File: config.mk
export PLATFORM = sky130hd
export DESIGN_NAME = mmio_responder_v
export DESIGN_NICKNAME = d
export VERILOG_FILES = /design/src/rtl/mmio_responder_v.sv
export SDC_FILE = /design/constraint.sdc
export NUM_CORES = 1
export LEC_CHECK = 0
export BUFFER_PORTS_ARGS = -buffer_cell sky130_fd_sc_hd__buf_2
export CORE_MARGIN = 2
export CORE_UTILIZATION = 61
export CTS_CLUSTER_SIZE = 30
export DETAILED_ROUTE_END_ITERATION = 10
export GPL_TIMING_DRIVEN = 0
export PLACE_DENSITY = 0.83
export SETUP_SLACK_MARGIN = 0.5
export SLEW_MARGIN = 20
export SYNTH_ARGS = -nofsm -noshare
export SYNTH_HDL_FRONTEND = slang
export SYNTH_SLANG_ARGS = --single-unit
export TNS_END_PERCENT = 100
File: constraint.sdc
create_clock -name CLK -period 4.2 [get_ports CLK]
set_clock_uncertainty 0.2 [all_clocks]
set_input_delay 0.42 -clock CLK [delete_from_list [all_inputs] [get_ports CLK]]
set_output_delay 0.42 -clock CLK [all_outputs]
set_load 0.02 [all_outputs]
File: src/rtl/mmio_responder_v.sv
// mmio_responder_v: memory-mapped peripheral block occupying a 256-byte window.
// It provides a control register, sticky status flags, a free-running timer
// with a compare/wrap, a byte TX FIFO and a 16-bit GPIO output register.
//
// Ports
//   CLK        single clock, rising edge
//   RESET      asynchronous reset, active low
//   DataAdr    processor byte address
//   WriteData  processor store data
//   MemWrite   store strobe (one cycle)
//   ReadData   load data, combinational from DataAdr and current state
//   Sel        DataAdr falls inside the window
//   tx_data    FIFO head byte (0 when empty)
//   tx_valid   FIFO not empty
//   tx_ready   consumer takes the head byte this cycle
//   gpio_out   GPIO output register
//   irq        registered interrupt request
//
// Register map (offset = DataAdr[7:2])
//   0x00 CTRL    [0] timer_en, [1] irq_en
//   0x04 STATUS  [0] empty, [1] full, [2] match (W1C), [3] overflow (W1C)
//   0x08 TIMER   32-bit
//   0x0C COMPARE 32-bit
//   0x10 TXDATA  write pushes WriteData[7:0], read returns the FIFO count
//   0x14 GPIO    [15:0]
module mmio_responder_v #(
    parameter logic [31:0] BASE_ADDR  = 32'hFFFF_FF00,
    parameter int          FIFO_DEPTH = 4
) (
    input  logic        CLK,
    input  logic        RESET,
    input  logic [31:0] DataAdr,
    input  logic [31:0] WriteData,
    input  logic        MemWrite,
    output logic [31:0] ReadData,
    output logic        Sel,
    output logic [7:0]  tx_data,
    output logic        tx_valid,
    input  logic        tx_ready,
    output logic [15:0] gpio_out,
    output logic        irq
);
    localparam int AW = $clog2(FIFO_DEPTH);
    localparam int CW = AW + 1;

    localparam logic [5:0] OFF_CTRL   = 6'h00;
    localparam logic [5:0] OFF_STATUS = 6'h01;
    localparam logic [5:0] OFF_TIMER  = 6'h02;
    localparam logic [5:0] OFF_CMP    = 6'h03;
    localparam logic [5:0] OFF_TX     = 6'h04;
    localparam logic [5:0] OFF_GPIO   = 6'h05;

    logic [1:0]                  ctrl;
    logic [31:0]                 timer;
    logic [31:0]                 compare;
    logic [15:0]                 gpio;
    logic                        match;
    logic                        overflow;
    logic [FIFO_DEPTH-1:0][7:0]  mem;
    logic [AW-1:0]               wptr;
    logic [AW-1:0]               rptr;
    logic [CW-1:0]               count;

    logic [5:0] off;
    logic       wr;
    logic       empty;
    logic       full;
    logic       push;
    logic       pop;
    logic       accept;
    logic       hit;
    logic       ovf_set;
    logic       clr_match;
    logic       clr_ovf;

    // Byte-lane bits of the address are don't-care for word registers.
    logic unused_adr;
    assign unused_adr = ^DataAdr[1:0];

    assign Sel   = (DataAdr[31:8] == BASE_ADDR[31:8]);
    assign off   = DataAdr[7:2];
    assign wr    = MemWrite && Sel;

    assign empty = (count == '0);
    assign full  = (count == CW'(FIFO_DEPTH));

    assign tx_valid = !empty;
    // Gate on valid so the byte reads 0 in reset/empty rather than a stale slot.
    assign tx_data  = tx_valid ? mem[rptr] : 8'h00;

    assign pop     = tx_valid && tx_ready;
    assign push    = wr && (off == OFF_TX);
    // When full, a concurrent pop frees the head slot, which is exactly wptr.
    assign accept  = push && (!full || pop);
    assign ovf_set = push && full && !pop;

    assign hit       = ctrl[0] && (timer == compare);
    assign clr_match = wr && (off == OFF_STATUS) && WriteData[2];
    assign clr_ovf   = wr && (off == OFF_STATUS) && WriteData[3];

    assign gpio_out = gpio;

    always_comb begin
        ReadData = '0;
        if (Sel) begin
            case (off)
                OFF_CTRL:   ReadData = {30'b0, ctrl};
                OFF_STATUS: ReadData = {28'b0, overflow, match, full, empty};
                OFF_TIMER:  ReadData = timer;
                OFF_CMP:    ReadData = compare;
                OFF_TX:     ReadData = 32'(count);
                OFF_GPIO:   ReadData = {16'b0, gpio};
                default:    ReadData = '0;
            endcase
        end
    end

    // Control, timer and flags.
    always_ff @(posedge CLK or negedge RESET) begin
        if (!RESET) begin
            ctrl     <= '0;
            timer    <= '0;
            compare  <= '0;
            gpio     <= '0;
            match    <= 1'b0;
            overflow <= 1'b0;
            irq      <= 1'b0;
        end else begin
            if (wr && off == OFF_CTRL) ctrl    <= WriteData[1:0];
            if (wr && off == OFF_CMP)  compare <= WriteData;
            if (wr && off == OFF_GPIO) gpio    <= WriteData[15:0];

            // A software write to TIMER takes priority over count/wrap.
            if (wr && off == OFF_TIMER) timer <= WriteData;
            else if (ctrl[0])           timer <= hit ? 32'd0 : timer + 32'd1;

            // Set beats W1C so a coincident event is never lost.
            match    <= hit     | (match    & ~clr_match);
            overflow <= ovf_set | (overflow & ~clr_ovf);

            irq <= ctrl[1] && (match || overflow);
        end
    end

    // FIFO pointers and occupancy.
    always_ff @(posedge CLK or negedge RESET) begin
        if (!RESET) begin
            wptr  <= '0;
            rptr  <= '0;
            count <= '0;
        end else begin
            if (accept) wptr <= wptr + 1'b1;
            if (pop)    rptr <= rptr + 1'b1;
            case ({accept, pop})
                2'b10:   count <= count + 1'b1;
                2'b01:   count <= count - 1'b1;
                default: count <= count;
            endcase
        end
    end

    // Storage needs no reset: empty pointers make old contents unreachable.
    always_ff @(posedge CLK) begin
        if (accept) mem[wptr] <= WriteData[7:0];
    end
endmodule
After elaboration in Yosys (flattened, before gate mapping) --
Cells that the tools add are included.
Word-level totals: register bits after elaboration 124, bits of input ports 68, logic and storage cells 75
Cells by class: magnitude comparators 3, equal/unequal tests 10, bitwise logic cells 6, reductions and logical operators 25, add/sub/neg operators 5, mux-type cells 12
Operators by type and width (count):
- case mux 32 bit (6 select lines) | 1
- two-way mux 32 bit | 4
- adder 32 x 1 -> 32 bit (second input constant) | 1
- bitwise mux 32 bit | 1
- equality test 32 bit | 1
- equality test 24 bit (second input constant) | 1
- two-way mux 8 bit | 3
- binary-select mux 8 bit (select 2 bit) | 1
- demux 8 bit (select 2 bit) | 1
- logical AND 1 bit | 16
- equality test 6 x 2 -> 1 bit (second input constant) | 2
- equality test 6 x 3 -> 1 bit (second input constant) | 2
- equality test 6 x 1 -> 1 bit (second input constant) | 1
- zero test 6 bit | 1
- less-than comparator 2 x 3 -> 1 bit (second input constant) | 2
- case mux 3 bit (2 select lines) | 1
- adder 2 x 1 -> 2 bit (second input constant) | 2
- nonzero test 2 bit | 2
- adder 3 x 1 -> 3 bit (second input constant) | 1
- equality test 3 bit (second input constant) | 1
- zero test 1 bit | 3
- zero test 3 bit | 1
- subtractor 3 x 1 -> 3 bit (second input constant) | 1
- AND 1 bit | 2
- 6 further kinds | 9

Logic depth before layout (Yosys ltp) --
Gate-level depths: netlist (run 1).
word-level depth 7, mapped depth 12

Least setup slack after synthesis (run 1) --
No wires, ideal clock.
kind in2reg, start input port DataAdr[5], end register count[2], data arrival time 2.365 ns, setup slack 1.509 ns, stages 10, cell sequence or3_4 -> nor3_1 -> o2111a_1 -> inv_1 -> ha_1 -> inv_1 -> fa_1 -> xor2_1 -> nor2_1 -> xor2_1
Between the ends: word-level cells in the longest chain between the ends 5
RTL lines:
- start, declared | RTL line 32 | input logic [31:0] DataAdr,
- equality test 6 x 3 -> 1 bit (*) | RTL line 92 | assign push = wr && (off == OFF_TX);
- logical AND 1 bit (*) | RTL line 92
- logical AND 1 bit (*) | RTL line 94 | assign accept = push && (!full || pop);
- equality test 2 x 1 -> 1 bit / equality test 2 bit (equally long branches) | RTL line 154 | case ({accept, pop})
- case mux 3 bit (2 select lines) / nonzero test 2 bit (equally long branches)
- end signal, assigned | RTL line 155 | 2'b10: count <= count + 1'b1;
- end signal, assigned | RTL line 156 | 2'b01: count <= count - 1'b1;
- end signal, assigned | RTL line 157 | default: count <= count;
- end, declared | RTL line 62 | logic [CW-1:0] count;
Every way passes the cells marked *; elsewhere a longest branch is shown, timed or not. A chain may end at the register's enable or synchronous reset.

Final worst setup path (run 1) --
start input port DataAdr[5], end output port ReadData[1]
Between the ends: word-level cells in the longest chain between the ends 3
RTL lines:
- equality test 6 x 3 -> 1 bit, or another cell as far along | RTL line 106 | case (off)
- case mux 32 bit (6 select lines) (*) | RTL line 106
- two-way mux 32 bit (*) | RTL line 105 | if (Sel) begin
- end, declared | RTL line 35 | output logic [31:0] ReadData,
Marks and branches as above.

==> flow_metrics.tcl, run 1 <==
set metrics [dict create \
    viasPerCell 6.28 \
    nets 860 \
    area.sequential_um2 3260 \
    cts_sinks 124 \
    syn_nets 716 \
    path_cells "buf_2 -> or3_4 -> nor3b_4 -> clkbuf_1 -> nand2_1 -> a21oi_1 -> buf_2" \
    cts_buffers 17 \
    hold_viol 0 \
    syn2layout_area_growth_pct 21.7 \
    die_x_um 110 \
    synthFlopType "dfrtp_1" \
    synth_mux_area_frac 0.162 \
    synth_largest_area_cell "dfrtp_1" \
    drive_gt1_frac 0.279 \
    crit_path_frequent_cell "buf_2" \
    whs_ps 17.9 \
    peakVddDrop_v 0.000398 \
    p_switching_uw 849 \
    reg2reg_depth 9 \
    p_clk_frac 0.477 \
    min_period_over_period 0.725 \
    io_buffers 123 \
    grt_pass1_vias 5848 \
    synth-compound-area-share 0.0900 \
    cts.path.max_buffers 2 \
    synth_top_family_by_area "simple AND/OR/NAND/NOR gates" \
    start_util 0.629 \
    fillCellCount 747 \
    cp.required_ps 3580 \
    combPwrFrac 0.144 \
    dpl.hpwl_mm 13.3 \
    h-tree-depth 4 \
    timing.fmax_ghz 0.328 \
    critPathCaptureType "primary output" \
    drt_iter0_drc 478 \
    clkTransAtPathRegs_ps 60 \
    yosys-top-cells-area "dfrtp_1 (33%), edfxtp_1 (14%), mux2_1 (6.5%)" \
    syn-cell-area_um2 6880 \
    final_antenna_net_count 0 \
    p_leak_nw 3.94 \
    path_depth 7 \
    overflow 0 \
    synth.most_common_cell "dfrtp_1" \
    die_area_um2 12100 \
    clk_latency_ps 430 \
    status "complete, no violations" \
    worstHoldPathType "primary input to flop" \
    netlist_instances 641 \
    intPower_mw 2.55 \
    worstSetupPathType "primary input to primary output" \
    synth_edf_count 32 \
    crit_slowest_cell "clkbuf_1" \
    die-height_um 110 \
    yosysSeqAreaShare 0.474 \
    drv_cap 0 \
    drcViolationCount 0 \
    seq_power_share 0.379 \
    cp_max_fo 10 \
    async_reset_ff_frac 0.742 \
    ys_seq_elements 124 \
    grt_max_degree 54 \
    core_area_um2 10900 \
    grt.total_usage 0.334 \
    startpoint_type "primary input" \
    setup_viol 0 \
    min_period_ps 3050 \
    synthTopCellsByCount "dfrtp_1 (92), nor2_1 (70), nand2_1 (43)" \
    yosys.area_share.simple 0.173 \
    std_cell_rows 38 \
    max_stage_delay_ps 480 \
    drt_pass1_iterations 5 \
    crit_arrival_ps 2430 \
    yosysTopAreaCellShare 0.335 \
    num_vias 5882 \
    syn_area_per_cell_um2 10.7 \
    routedWlPerCell_um 20.3 \
    critPathBufInv 3 \
    antenna_found_initial 0 \
    whs_path_depth 3 \
    synth_xor_area_frac 0.0496 \
    gp_congestion 0.910 \
    post_cts_buffers 0 \
    io_pins 127 \
    yosys.cell_types.count 55 \
    rsz0062_at_grt "no" \
    slew_headroom 0.475 \
    multi_input_area_um2 3360 \
    totalWireLength_mm 19.1 \
    grt_pass1_wl_mm 29.9 \
    switching_share 0.250 \
    cts_tree "built" \
    tightest_slew_ps 787 \
    cts-root-buf "clkbuf_16" \
    crit_family "simple AND/OR/NAND/NOR gates" \
    final_max_slew_viol_count 0 \
    synth_fa_ha_area_frac 0.0138 \
    yosys_warnings 0 \
    insertedDiodeCount 0 \
    finalSetupTns_ps 0 \
    p_per_area_nw_per_um2 405 \
]
==> power groups by stage <==
stage                     Sequential, mW  Combinational, mW  Clock [mW]
after global placement              1.30              0.462           0
after global routing                1.29              0.537        1.69
final                               1.29              0.489        1.62
after floorplan                     1.30              0.318           0
after CTS                           1.29              0.495        1.63
after detailed placement            1.31              0.487           0
==> cell usage in the layout, fill, tap and decap left out, types with 17 or more instances in the layout <==
cell,n
xnor2_1,29
dfrtp_1,92
nand4_1,18
buf_2,139
and2_1,17
o21ai_1,24
nor2_1,70
nand3b_1,18
mux2_2,25
a31oi_1,22
nand2_1,43
clkbuf_16,17
edfxtp_1,32
mux2_1,40
mux2i_1,18
==> flip-flops by register name, indices dropped and copies added (netlist names) <==
signal and cells:
compare 32, overflow 1, irq 1, gpio_out 16, ctrl 2, mem 32
match 1, timer 32, rptr 2, wptr 2, count 3
==> metrics by stage <==
step | total power [mW] | instances | utilization | setup slack [ps] | cell area (um^2)
after floorplan | 1.62 | 641 | - | 1510 | 6880
after global placement | 1.77 | 904 | 0.702 | 1170 | 7670
after CTS | 3.41 | 937 | 0.766 | 1190 | 8370
after global routing | 3.52 | 937 | 0.766 | 1040 | 8370
after detailed placement | 1.79 | 905 | 0.705 | 1060 | 7710
final | 3.39 | 937 | 0.766 | 1150 | 8370
==> routing by layer <==
| layer | part of all wire | vias up | global-route usage |
|---|---|---|---|
| met1 | 0.39 | 2855 | 0.411 |
| li1 | - | 2620 | - |
| met2 | 0.49 | 326 | 0.544 |
| met3 | 0.078 | 81 | 0.0723 |
| met5 | 0 | - | 0 |
| met4 | 0.048 | 0 | 0.191 |
==> worst paths after layout <==
kind,start,to,slack [ps]
min reg2reg,gpio_out[12]$_DFFE_PN0P_,gpio_out[12]$_DFFE_PN0P_,310
max,DataAdr[5],ReadData[1],1150
max in group asynchronous,RESET,timer[0]$_DFFE_PN0P_,2910
min,WriteData[9],timer[9]$_DFFE_PN0P_,20
max reg2reg,timer[0]$_DFFE_PN0P_,timer[26]$_DFFE_PN0P_,1620
min in group asynchronous,RESET,compare[28]$_DFFE_PN0P_,290
==> worst register-to-register path, cell delays in order (launching register included) <==
cell and delay, ps:
dfrtp_1 500, ha_1 260, and3_1 270, and2_1 150
buf_2 200, nand3_2 160, nor2_2 210, nand3_1 90
or3_1 300, a31oi_1 170
==> cells by family (layout without fill, tap and decap cells) <==
logic type                 count (synthesis)  after routing
AOI/OAI and AO/OA                         97             97
xor gates and xnor gates                  39             39
adders and majority gates                  7              7
buffers and inverters                     54            210
DFF                                      124            124
muxes                                     92             92
and+or+nand+nor                          228            228
==> area by class of cell <==
class                           instances  share of cell area
Sequential cell                       124               0.390
Clock inverter                         13              0.0259
Clock buffer                           18              0.0525
Multi-Input combinational cell        463               0.402
Timing Repair Buffer                  125              0.0788
Tap cell                              140              0.0209
Inverter                               15             0.00673
Buffer                                 39              0.0236
==> what timing repair did <==
action,CTS,global route
resized for setup,0,0
hold endpoints to repair,39,0
hold buffers,1,0
Power figures use the tool's default switching activity.
==> inputs of run 2 (changes only) <==
Settings changed: CORE_UTILIZATION 61 to 56, PLACE_DENSITY 0.83 to 0.77.
Clock period 4.2 ns to 3.1 ns, I/O delays scaled along.
==> run 2 against run 1 <==
Effect of this change:
- final cell count grew 3.9%
- setup slack lost 570 ps
- global-route usage shrank 3.7 points
- combinational power grew 39%
- via count shrank 1.3%
- clock power grew 15%
- first-iteration DRC count grew 12%
==> flow_metrics.tcl, run 2 (synthesis results as in run 1) <==
set metrics [dict create \
    setup_viol 0 \
    timing.fmax_ghz 0.397 \
    totalWireLength_mm 18.7 \
    critPathCaptureType "primary output" \
    dpl.hpwl_mm 13.3 \
    grt_util_met1 0.392 \
    crit_start "DataAdr[5]" \
    p_clk_frac 0.434 \
    grt_pass1_vias 5770 \
    min_period_ps 2520 \
    insertedDiodeCount 0 \
    drive_gt1_frac 0.281 \
    drt_iter0_drc 533 \
    r2r-start "timer[1]$_DFFE_PN0P_" \
    std_cell_rows 40 \
    crit_path_frequent_cell "buf_2" \
    startpoint_type "primary input" \
    grt_pass1_wl_mm 30.0 \
    routedWlPerCell_um 19.2 \
    clk_latency_ps 420 \
    dp_slack_ps 9.37 \
    die-height_um 115 \
    critPathBufInv 3 \
    viasPerCell 5.96 \
    grt.total_usage 0.296 \
    slew_headroom 0.610 \
    worstHoldPathType "primary input to flop" \
    final_max_slew_viol_count 0 \
    post_dp_cell_area_um2 7710 \
    die_x_um 115 \
    min_from "WriteData[0]" \
    h-tree-depth 4 \
    antenna_found_initial 0 \
    max_stage_delay_ps 420 \
    finalSetupTns_ps 0 \
    reg_top3 "compare: 32 flops, mem: 32 flops, timer: 32 flops" \
    fillCellCount 882 \
    overflow 0 \
    switching_share 0.253 \
    drv_cap 0 \
    io_buffers 123 \
    p_leak_nw 4.05 \
    path_cells "buf_2 -> or3_4 -> nor3b_4 -> nand2_2 -> clkbuf_2 -> nor2_1 -> buf_2" \
    rsz0062_at_grt "yes" \
    clkTransAtPathRegs_ps 50 \
    cp.required_ps 2590 \
    setup_ws_ps 582 \
    num_vias 5805 \
    grt_use_met2 0.493 \
    tightest_slew_ps 585 \
    crit_slowest_cell "or3_4" \
    nets 889 \
    intPower_mw 3.20 \
    layout_commonest_cell "buf_2" \
    cts_tree "built" \
    drcViolationCount 0 \
    combPwrFrac 0.159 \
    core_area_um2 12000 \
    cts-root-buf "clkbuf_16" \
    cts.path.max_buffers 2 \
    die_area_um2 13200 \
    power_mw 4.29 \
    syn2layout_area_growth_pct 25.0 \
    seq_power_share 0.407 \
    peakVddDrop_v 0.000392 \
    grt.met3_usage 0.0691 \
    top_usage_layer "met2" \
    start_util 0.573 \
    gp_congestion 0.899 \
    fin_area_um2 8600 \
    drt_pass1_iterations 5 \
    p_per_area_nw_per_um2 498 \
    min_period_over_period 0.812 \
    layout_common_cells "buf_2 (140), dfrtp_1 (91), nor2_1 (70)" \
    final_antenna_net_count 0 \
    hold_viol 0 \
    status "complete, no violations" \
    cts_sinks 124 \
    worstSetupPathType "primary input to primary output" \
    crit_arrival_ps 2010 \
    crit_family "simple AND/OR/NAND/NOR gates" \
    grt_max_degree 62 \
    cts_buffers 17 \
    p_switching_mw 1.08 \
    cp_max_fo 10 \
    io_pins 127 \
]
run 2: worst min-delay path: stages:
cell     delay (ps)
buf_2           160
nand2_1          70
o21ai_1          60
run 2: metal layers:
metal	up-vias	part of all wire
met5	-	0
met4	0	0.015
met3	26	0.069
met2	247	0.50
met1	2859	0.42
li1	2673	-
run 2: final cells by class:
type	count	area, um^2	area share
buffer	39	210	0.0244
multi-input combinational	463	3400	0.395
inverter	15	56.3	0.00654
sequential	124	3260	0.379
tap	147	184	0.0214
timing repair buffer	154	945	0.110
clock buffer	20	447	0.0519
clock inverter	12	103	0.0119
run 2: metrics by stage:
stage | utilization | hold WS, ps | std cells
after floorplan | - | -186 | 641
final | 0.716 | 27.2 | 974
after detailed placement | 0.642 | 20.2 | 912
after global routing | 0.716 | 28.2 | 974
after CTS | 0.714 | 19.9 | 974
after global placement | 0.639 | 287 | 911
run 2: path summary, 6_finish.rpt:
| path | slack, ps | cells after the start | end |
|---|---|---|---|
| hold reg to reg | 310 | 1 | irq$_DFF_PN0_ |
| min in group asynchronous | 140 | 2 | compare[29]$_DFFE_PN0P_ |
| setup / recovery | 580 | 7 | ReadData[24] |
| hold / removal | 30 | 3 | timer[0]$_DFFE_PN0P_ |
| max in group asynchronous | 1930 | 3 | ctrl[0]$_DFFE_PN0P_ |
| setup reg to reg | 610 | 9 | timer[26]$_DFFE_PN0P_ |
run 2: power groups by stage:
stage | clock network (mW) | logic (mW) | registers [mW]
after floorplan | 0 | 0.431 | 1.76
after global placement | 0 | 0.627 | 1.77
after detailed placement | 0 | 0.653 | 1.77
after CTS | 1.88 | 0.685 | 1.74
after global routing | 1.95 | 0.750 | 1.75
final | 1.86 | 0.682 | 1.75
run 2: what timing repair did:
item | 4_1_cts | 5_1_grt
buffers inserted | 2 | 0
pin swaps | 1 | 0
setup endpoints to repair | 31 | 41
hold endpoints to repair | 156 | 0
hold buffers | 28 | 0
resized for setup | 6 | 15
